[src/rtl/call_ret_ctrl.sv]
// call_ret_ctrl
// Sequences call/return requests against an external return-address stack.
// A call pushes pc+1, a return pops the top entry and presents it as a
// one-cycle ret_valid pulse, and a flush clears the stack. The controller
// mirrors the stack occupancy so it can refuse pushes when full (overflow)
// and pops when empty (underflow). Error flags are sticky until err_clr.
//
// Handshake: requests (call/ret/flush) are sampled only in a cycle where
// ready=1. A request sampled while ready=0 is dropped and never queued. All
// stack strobes (push/pop/stk_clr) and ret_valid are registered one-cycle
// pulses, and at most one stack strobe is high in any cycle.
//
// Ports
//   clk, reset        : clock, synchronous active-high reset
//   call, ret, flush  : requests (priority flush > call > ret)
//   pc                : PC of the calling instruction
//   stk_top           : current top entry of the external stack
//   err_clr           : clears overflow/underflow/conflict
//   ready             : high when a request is accepted this cycle
//   push, pop, stk_clr: stack strobes
//   stk_din           : data written to the stack on push
//   ret_valid         : return-target pulse, ret_target is its value
//   depth             : mirrored stack occupancy 0..DEPTH
//   overflow, underflow, conflict : sticky error flags
//   dbg_state_o       : current FSM state (IDLE=0, PUSH=1, POP=2, DONE=3)
module call_ret_ctrl #(
  parameter int AW    = 12,
  parameter int DEPTH = 8
) (
  input  logic          clk,
  input  logic          reset,
  input  logic          call,
  input  logic          ret,
  input  logic          flush,
  input  logic [AW-1:0] pc,
  input  logic [AW-1:0] stk_top,
  input  logic          err_clr,
  output logic          ready,
  output logic          push,
  output logic          pop,
  output logic          stk_clr,
  output logic [AW-1:0] stk_din,
  output logic          ret_valid,
  output logic [AW-1:0] ret_target,
  output logic [3:0]    depth,
  output logic          overflow,
  output logic          underflow,
  output logic          conflict,
  output logic [1:0]    dbg_state_o
);

  typedef enum logic [1:0] {
    S_IDLE = 2'd0,
    S_PUSH = 2'd1,
    S_POP  = 2'd2,
    S_DONE = 2'd3
  } state_e;

  localparam logic [3:0] DEPTH_L = 4'(DEPTH);

  state_e state_q, state_d;

  logic          push_q, push_d;
  logic          pop_q, pop_d;
  logic          stk_clr_q, stk_clr_d;
  logic          ret_valid_q, ret_valid_d;
  logic [AW-1:0] stk_din_q, stk_din_d;
  logic [AW-1:0] ret_target_q, ret_target_d;
  logic [3:0]    depth_q, depth_d;
  logic          overflow_q, overflow_d;
  logic          underflow_q, underflow_d;
  logic          conflict_q, conflict_d;

  // Request decode, only meaningful in IDLE.
  logic idle, do_flush, do_call, do_ret, full, empty;

  assign idle     = (state_q == S_IDLE);
  assign do_flush = idle & flush;
  assign do_call  = idle & ~flush & call;
  assign do_ret   = idle & ~flush & ~call & ret;
  assign full     = (depth_q == DEPTH_L);
  assign empty    = (depth_q == 4'd0);

  // State register
  always_ff @(posedge clk) begin
    if (reset) begin
      state_q <= S_IDLE;
    end else begin
      state_q <= state_d;
    end
  end

  // Next-state logic
  always_comb begin
    state_d = state_q;
    case (state_q)
      S_IDLE: begin
        // Flush passes through DONE so ready is low in the stk_clr cycle.
        if (do_flush)               state_d = S_DONE;
        else if (do_call && !full)  state_d = S_PUSH;
        else if (do_ret && !empty)  state_d = S_POP;
        else if (do_ret)            state_d = S_DONE;
        else                        state_d = S_IDLE;
      end
      S_PUSH:  state_d = S_IDLE;
      S_POP:   state_d = S_DONE;
      S_DONE:  state_d = S_IDLE;
      default: state_d = S_IDLE;
    endcase
  end

  // FSM outputs
  always_comb begin
    ready       = idle;
    dbg_state_o = state_q;
  end

  // Datapath next-state
  always_comb begin
    push_d       = do_call & ~full;
    pop_d        = do_ret & ~empty;
    stk_clr_d    = do_flush;
    // Popped target is captured in POP and shown one cycle later, giving
    // the stack output a cycle to settle; an empty pop answers at once.
    ret_valid_d  = (state_q == S_POP) | (do_ret & empty);
    stk_din_d    = stk_din_q;
    ret_target_d = ret_target_q;
    depth_d      = depth_q;

    if (do_call && !full) stk_din_d = pc + AW'(1);

    if (state_q == S_POP)      ret_target_d = stk_top;
    else if (do_ret && empty)  ret_target_d = '0;

    if (do_flush)                depth_d = 4'd0;
    else if (state_q == S_PUSH)  depth_d = depth_q + 4'd1;
    else if (state_q == S_POP)   depth_d = depth_q - 4'd1;

    // A new error in the err_clr cycle wins over the clear.
    overflow_d  = (overflow_q  & ~err_clr) | (do_call & full);
    underflow_d = (underflow_q & ~err_clr) | (do_ret & empty);
    conflict_d  = (conflict_q  & ~err_clr) | (do_call & ret);
  end

  always_ff @(posedge clk) begin
    if (reset) begin
      push_q       <= 1'b0;
      pop_q        <= 1'b0;
      stk_clr_q    <= 1'b1;
      ret_valid_q  <= 1'b0;
      stk_din_q    <= '0;
      ret_target_q <= '0;
      depth_q      <= 4'd0;
      overflow_q   <= 1'b0;
      underflow_q  <= 1'b0;
      conflict_q   <= 1'b0;
    end else begin
      push_q       <= push_d;
      pop_q        <= pop_d;
      stk_clr_q    <= stk_clr_d;
      ret_valid_q  <= ret_valid_d;
      stk_din_q    <= stk_din_d;
      ret_target_q <= ret_target_d;
      depth_q      <= depth_d;
      overflow_q   <= overflow_d;
      underflow_q  <= underflow_d;
      conflict_q   <= conflict_d;
    end
  end

  assign push       = push_q;
  assign pop        = pop_q;
  assign stk_clr    = stk_clr_q;
  assign ret_valid  = ret_valid_q;
  assign stk_din    = stk_din_q;
  assign ret_target = ret_target_q;
  assign depth      = depth_q;
  assign overflow   = overflow_q;
  assign underflow  = underflow_q;
  assign conflict   = conflict_q;

endmodule
[config.mk]
export PLATFORM = sky130hd
export DESIGN_NAME = call_ret_ctrl
export DESIGN_NICKNAME = d
export VERILOG_FILES = /design/src/rtl/call_ret_ctrl.sv
export SDC_FILE = /design/constraint.sdc
export NUM_CORES = 1
export LEC_CHECK = 0
export BUFFER_PORTS_ARGS = -buffer_cell sky130_fd_sc_hd__buf_2
export CORE_ASPECT_RATIO = 0.7
export CORE_MARGIN = 5
export CORE_UTILIZATION = 51
export CTS_CLUSTER_DIAMETER = 80
export DETAILED_ROUTE_END_ITERATION = 8
export PLACE_DENSITY = 0.84
export RECOVER_POWER = 100
export SLEW_MARGIN = 40
export SYNTH_ARGS = -nofsm -noshare
export SYNTH_HDL_FRONTEND = slang
export SYNTH_SLANG_ARGS = --single-unit
[constraint.sdc]
create_clock -name clk -period 4.2 [get_ports clk]
set_input_delay 0.63 -clock clk [delete_from_list [all_inputs] [get_ports clk]]
set_output_delay 0.63 -clock clk [all_outputs]
set_load 0.1 [all_outputs]
==> flow_summary_export.csv, run 1 <==
group,metric,value,unit
detailed_routing,vias_per_cell,5.21,
power,ir_drop,514,uV
clock_network,cts_buffers,5,
floorplanning,fp.coreArea,0.00317,mm2
synth,synth-edff-count,0,
detailed_routing,routedWlPerCell,13.3,um
floorplanning,io-pin-count,68,
sta,fin_hold_ws,0.468,ns
power,p_leak,0.767,nW
clock_network,cts-root-buf,"clkbuf_8",
worst_setup_path,slowest_delay,0.88,ns
synth,synth_top_area_share,43.7,%
worst_hold_path,hold_path_class,"reg2reg",
clock_network,cts_htree_levels,2,
worst_setup_path,cp-end-kind,"output port",
detailed_routing,dr.max_layer_used,"met4",
detailed_routing,drt_pre_antenna_iters,4,
detailed_routing,dr_wl_met2,1780,um
placement,dp_slack,2.12,ns
synth,avgSynthCellArea,9.21,um2
clock_network,post_cts_buffers,0,
floorplanning,die_width,78.9,um
clock_network,holdBufCountCts,0,
synth,synthArstFlopShare,0,%
synth,yosysWarnings,0,
synth,syn_inst,184,
synth,yosysMostFrequentCell,"dfxtp_1",
floorplanning,die-area,0.00459,mm2
sta,rsz0062_at_grt,"false",
power,finalPower,0.00173,W
sta,slew_viol_final,0,
worst_setup_path,critPathMaxFanout,5,
synth,synth_nets,222,
final_layout,final_cell_area,0.00206,mm2
detailed_routing,drt-initial-drc-count,87,
final_layout,nFillCells,276,
final_layout,area_growth,21.6,%
floorplanning,fp-row-count,17,
clock_network,clkTransAtPathRegs,0.07,ns
clock_network,ctsLongestPathBuffers,2,
worst_setup_path,crit_chain,"inv_1 -> ha_1 -> clkbuf_1",
placement,hpwl,2850,um
global_route,grt_pass1_wl,5940,um
power,pwr-share-seq,27.6,%
synth,syn_area,0.00169,mm2
sta,tns,0,ns
sta,fin_crit_sh,58.6,%
power,intPower,0.000730,W
power,combPwrFrac,58.1,%
worst_setup_path,worstSetupPathType,"reg2out",
sta,setup_slack,1.74,ns
sta,slew_headroom,1.09,%
global_route,grt_antenna_before_repair,0,
detailed_routing,antenna_left,0,
clock_network,clk_latency,0.28,ns
global_route,grt.total_usage,16.5,%
job,maxCapViolations,0,
worst_setup_path,start_kind,"register",
global_route,grt_overflow,0,
detailed_routing,wl_met1,1720,um
final_layout,n_antenna_cell,0,
sta,fin_crit,2.46,ns
worst_setup_path,slowest_stage,"clkbuf_1",
power,p_sw_share,57.8,%
detailed_routing,drc,0,
synth,ys_top_cells_by_area,"dfxtp_1, a21oi_1, a211oi_2, ha_1, xnor2_1",
outcome,status,"finished, final reports clean",
sta,finalHoldViolCount,0,
placement,place_area,0.00203,mm2
placement,port-buffer-count,67,
synth,synth_top_cell_by_area,"dfxtp_1",
synth,synth_cell_types,35,
global_route,grt_pass1_vias,1389,
final_layout,finish.net_count,287,
worst_setup_path,crit_arrival,1.83,ns
clock_network,ctsResizeCount,0,
detailed_routing,dr_total_vias,1494,
synth,ys_seq_elements,37,
power,powerDensity,840,mW/mm2
sta,worst_pin_slew,1.48,ns
sta,finClkSkew,0.00253,ns
power,p_switching,0.00100,W
floorplanning,initial_core_util,53.5,%
detailed_routing,finalWirelength,3820,um
global_route,grt_start_max_net_pins,33,
clock_network,clock_sinks,37,
final_layout,drive_gt1_share,18.1,%
power,clkPwrFrac,14.3,%
synth,yosysSeqAreaShare,43.7,%
synth,synth_common_cells,"dfxtp_1, nor2_1, a21oi_1, nand2_1, nand3_1",
sta,timing.fmax,0.406,GHz
worst_setup_path,cp.required,3.57,ns
clock_network,cts_tree,"done",
placement,place_congestion,0.778,
floorplanning,die_h,58.2,um
sta,setup_viol,0,
detailed_routing,met3_length,267,um
synth,synth_ff_type,"dfxtp_1",
[cells by family (layout without fill, tap and decap cells)]
family | after synthesis | after routing | share of synthesized area (%)
AND/OR/NAND/NOR | 69 | 69 | 21.2
AO/OA/AOI/OAI | 38 | 38 | 16.8
flip-flops | 37 | 37 | 43.7
buffers and inverters | 18 | 83 | 4.58
XOR/XNOR | 12 | 12 | 6.20
adder cells (fa/ha/maj) | 8 | 8 | 6.35
multiplexers | 2 | 2 | 1.18
[metal layers]
layer | track usage (%) | up-vias
met3 | 6.37 | 5
li1 | - | 760
met4 | 6.62 | 0
met2 | 26.4 | 34
met5 | 0 | -
met1 | 20.1 | 695
[power groups by stage]
stage / logic (W) / clock network, W / registers (W)
after floorplan: 0.000344 / 0 / 0.00102
after global placement: 0.00102 / 0 / 0.000483
after detailed placement: 0.00103 / 0 / 0.000483
after CTS: 0.00104 / 0.000254 / 0.000476
after global routing: 0.00106 / 0.000270 / 0.000488
final: 0.00101 / 0.000248 / 0.000478
[through the flow]
stage | utilization [%] | instances
5_1_grt | 65.0 | 287
3_5_place_dp | 64.2 | 280
3_3_place_gp | 64.2 | 280
6_report | 65.0 | 287
2_1_floorplan | - | 184
4_1_cts | 66.9 | 287
[final timing paths]
check	startpoint	to	slack, ns	depth (start not counted)
worst min-delay path	ret_target[8]$_SDFFE_PP0P_	ret_target[8]$_SDFFE_PP0P_	0.47	2
worst max register to register	dbg_state_o[0]$_SDFF_PP0_	stk_din[1]$_SDFFE_PP0P_	2.22	6
worst max-delay path	dbg_state_o[0]$_SDFF_PP0_	ready	1.74	3
worst min register to register	ret_target[8]$_SDFFE_PP0P_	ret_target[8]$_SDFFE_PP0P_	0.47	2
[cell type report]
type,count,area (um2),share of cell area [%]
Inverter,9,33.8,1.64
Multi-Input combinational cell,129,866,42.0
Clock buffer,7,86.3,4.19
Sequential cell,37,741,35.9
Tap cell,38,47.5,2.31
Timing Repair Buffer,67,287,13.9
[worst max-delay path, delay by kind of cell, from the launching register on]
| family | cells | cell delay (ns) |
|---|---|---|
| buffers and inverters | 2 | 0.98 |
| DFF | 1 | 0.33 |
| adders and majority gates | 1 | 0.23 |
[state kept, by name (all words and copies together), names as in the netlist]
register / flops
ret_target: 12
stk_din: 12
depth: 4
dbg_state_o: 2
conflict: 1
overflow: 1
pop: 1
push: 1
ret_valid: 1
stk_clr: 1
underflow: 1
[layout by cell type (no fill, tap or decap)]
cell type / instances
xnor2_1: 10
nor4_4: 1
nand4_4: 1
nor2_1: 22
ha_1: 7
a22oi_1: 1
mux2i_1: 2
a21boi_4: 1
o21bai_1: 1
clkbuf_8: 6
nor3_1: 3
and4_1: 1
a211oi_1: 7
xor2_1: 2
inv_1: 9
nand2b_1: 1
a21boi_0: 1
nand2_1: 18
buf_2: 28
a211oi_2: 5
dfxtp_1: 37
o31ai_1: 1
nand3_2: 1
nand3_1: 16
nor4_1: 1
fa_1: 1
nand4bb_1: 1
a32oi_1: 1
and3b_1: 1
a31oi_1: 1
o21ai_0: 1
clkbuf_1: 40
nor3_2: 2
a21oi_1: 18
No activity file was read; power rests on OpenSTA's default activity.
==> run 2, diff against run 1 <==
--- a/config.mk
+++ b/config.mk
@@ -8,10 +8,10 @@
 export BUFFER_PORTS_ARGS = -buffer_cell sky130_fd_sc_hd__buf_2
 export CORE_ASPECT_RATIO = 0.7
 export CORE_MARGIN = 5
-export CORE_UTILIZATION = 51
+export CORE_UTILIZATION = 48
 export CTS_CLUSTER_DIAMETER = 80
 export DETAILED_ROUTE_END_ITERATION = 8
-export PLACE_DENSITY = 0.84
+export PLACE_DENSITY = 0.79
 export RECOVER_POWER = 100
 export SLEW_MARGIN = 40
 export SYNTH_ARGS = -nofsm -noshare
==> constraint.sdc (replaced) <==
create_clock -name clk -period 2.5 [get_ports clk]
set_input_delay 0.375 -clock clk [delete_from_list [all_inputs] [get_ports clk]]
set_output_delay 0.375 -clock clk [all_outputs]
set_load 0.1 [all_outputs]
==> run 2 against run 1 <==
Routed wire length is 0.24% higher. Register-to-register slack worse by 1.7 ns. Setup slack got worse by 1.3 ns. Design area increased by 3.1%. Combinational power up 68%. Critical path depth is 2 lower. Clock power grew 110%. Clock skew barely moved. Critical path type unchanged. Critical endpoint is now depth[0].
==> flow_summary_export.csv, run 2 (synthesis gave the netlist of run 1 again) <==
group,metric,value,unit
outcome,status,"finished, final reports clean",
detailed_routing,dr_total_vias,1494,
floorplanning,initial_core_util,48.8,%
global_route,grt_overflow,0,
global_route,grt-busiest-layer,"met2",
clock_network,clock_sinks,37,
worst_hold_path,min_delay_path_depth,2,
worst_setup_path,cp-end-kind,"output port",
sta,tns,0,ns
clock_network,holdBufCountCts,0,
global_route,use_met3,5.27,%
power,clkPwrFrac,17.5,%
worst_setup_path,r2r_setup_slack,0.56,ns
sta,timing.fmax,0.490,GHz
final_layout,finish.net_count,288,
final_layout,area_growth,25.4,%
global_route,grt_antenna_before_repair,0,
placement,place_congestion,0.841,
worst_setup_path,start_kind,"register",
worst_setup_path,slowest_delay,0.90,ns
worst_setup_path,critPathBufInv,1,
sta,fin_hold_ws,0.313,ns
global_route,grt_util_met2,24.7,%
job,maxCapViolations,0,
power,ir_drop,1150,uV
power,powerDensity,1430,mW/mm2
worst_setup_path,critPathMaxFanout,6,
worst_setup_path,crit_chain,"clkbuf_1",
sta,slew_viol_final,0,
clock_network,cts-root-buf,"clkbuf_8",
clock_network,cts_htree_levels,2,
final_layout,drive_gt1_share,20.3,%
power,finalPower,0.00303,W
sta,setup_viol,0,
clock_network,cts_buffers,5,
power,p_switching,0.00169,W
worst_setup_path,crit_arrival,1.66,ns
worst_hold_path,holdCritStartpoint,"pc[0]",
worst_setup_path,slowest_stage,"clkbuf_1",
floorplanning,die-area,0.00484,mm2
clock_network,post_cts_buffers,0,
sta,finalHoldViolCount,0,
detailed_routing,vias_per_cell,4.96,
global_route,met1_usage,22.8,%
worst_setup_path,cp.required,2.12,ns
sta,finClkSkew,0.00297,ns
placement,hpwl,2840,um
sta,rsz0062_at_grt,"false",
final_layout,n_antenna_cell,0,
global_route,grt_pass1_vias,1407,
sta,fin_crit,2.04,ns
placement,dp.cells,293,
final_layout,most-common-layout-cells,"dfxtp_1, clkbuf_1, buf_2",
power,p_sw_share,55.9,%
power,p_leak,0.791,nW
sta,slew_headroom,21.2,%
floorplanning,fp-row-count,18,
global_route,grt_start_max_net_pins,25,
clock_network,clkTransAtPathRegs,0.07,ns
power,intPower,0.00134,W
sta,fin_crit_sh,81.6,%
clock_network,ctsResizeCount,0,
worst_setup_path,r2r_start,"dbg_state_o[0]$_SDFF_PP0_",
worst_setup_path,critical-path-top-delay-family,"buffers and inverters",
detailed_routing,antenna_left,0,
clock_network,ctsLongestPathBuffers,2,
final_layout,stdcell_count,301,
floorplanning,io-pin-count,68,
placement,port-buffer-count,67,
floorplanning,die_h,59.7,um
clock_network,cts_tree,"done",
floorplanning,fp.coreArea,0.00347,mm2
global_route,grt.total_usage,16.7,%
worst_setup_path,worstSetupPathType,"reg2out",
worst_setup_path,worstRegToRegCells,6,
detailed_routing,drt-initial-drc-count,74,
global_route,grt_pass1_wl,6280,um
detailed_routing,routedWlPerCell,12.7,um
power,combPwrFrac,56.0,%
power,pwr-share-seq,26.5,%
detailed_routing,drc,0,
worst_hold_path,min_to,"stk_din[0]$_SDFFE_PP0P_",
worst_setup_path,reg2reg_to,"stk_din[7]$_SDFFE_PP0P_",
floorplanning,die_width,81.0,um
clock_network,clk_latency,0.28,ns
detailed_routing,finalWirelength,3830,um
detailed_routing,drt_pre_antenna_iters,4,
worst_hold_path,hold_path_class,"in2reg",
sta,worst_pin_slew,1.19,ns
## run 2: cell count changes in the layout (fill, tap and decap cells not counted), sizes merged
| cell | delta |
|---|---|
| clkinvlp | +1 |
| clkbuf | -2 |
| buf | +2 |
| bufinv | +1 |
## run 2: through the flow
stage	area, um2	utilization, %	setup slack (ns)
floorplan	1700	-	0.289
detailed placement	2060	59.4	0.602
finish	2120	61.3	0.460
CTS	2180	62.9	0.575
global placement	2060	59.4	0.672
global route	2120	61.3	0.340
## run 2: cell type report
type	count	area [um2]
multi-input cells	129	871
clock inverters	2	37.5
well taps	50	62.6
repair buffers	68	297
flip-flops and latches	37	741
clock buffers	6	82.6
inverters	9	33.8
fillers	324	1340
## run 2: power by group through the flow
stage / clock (W) / sequential (W) / combinational [W]
floorplan: 0 / 0.00172 / 0.000584
global placement: 0 / 0.000813 / 0.00173
detailed placement: 0 / 0.000814 / 0.00174
CTS: 0.000550 / 0.000803 / 0.00175
global route: 0.000580 / 0.000823 / 0.00179
finish: 0.000531 / 0.000803 / 0.00170
## run 2: how the worst max path moves through the flow
stage,start,endpoint,slack (ns),depth (start not counted)
floorplan,dbg_state_o[0]$_SDFF_PP0_,stk_din[7]$_SDFFE_PP0P_,0.29,6
global placement,dbg_state_o[0]$_SDFF_PP0_,stk_din[1]$_SDFFE_PP0P_,0.67,6
detailed placement,dbg_state_o[0]$_SDFF_PP0_,stk_din[7]$_SDFFE_PP0P_,0.60,6
CTS,dbg_state_o[0]$_SDFF_PP0_,stk_din[7]$_SDFFE_PP0P_,0.57,6
global route,dbg_state_o[0]$_SDFF_PP0_,stk_din[7]$_SDFFE_PP0P_,0.34,6
finish,depth[0]$_SDFFE_PP0P_,depth[0],0.46,1
## run 2: metal layers
| layer | vias up | wire length [um] |
|---|---|---|
| met3 | 4 | 273 |
| met4 | 0 | 34 |
| li1 | 762 | - |
| met1 | 678 | 1870 |
| met5 | - | 0 |
| met2 | 50 | 1650 |
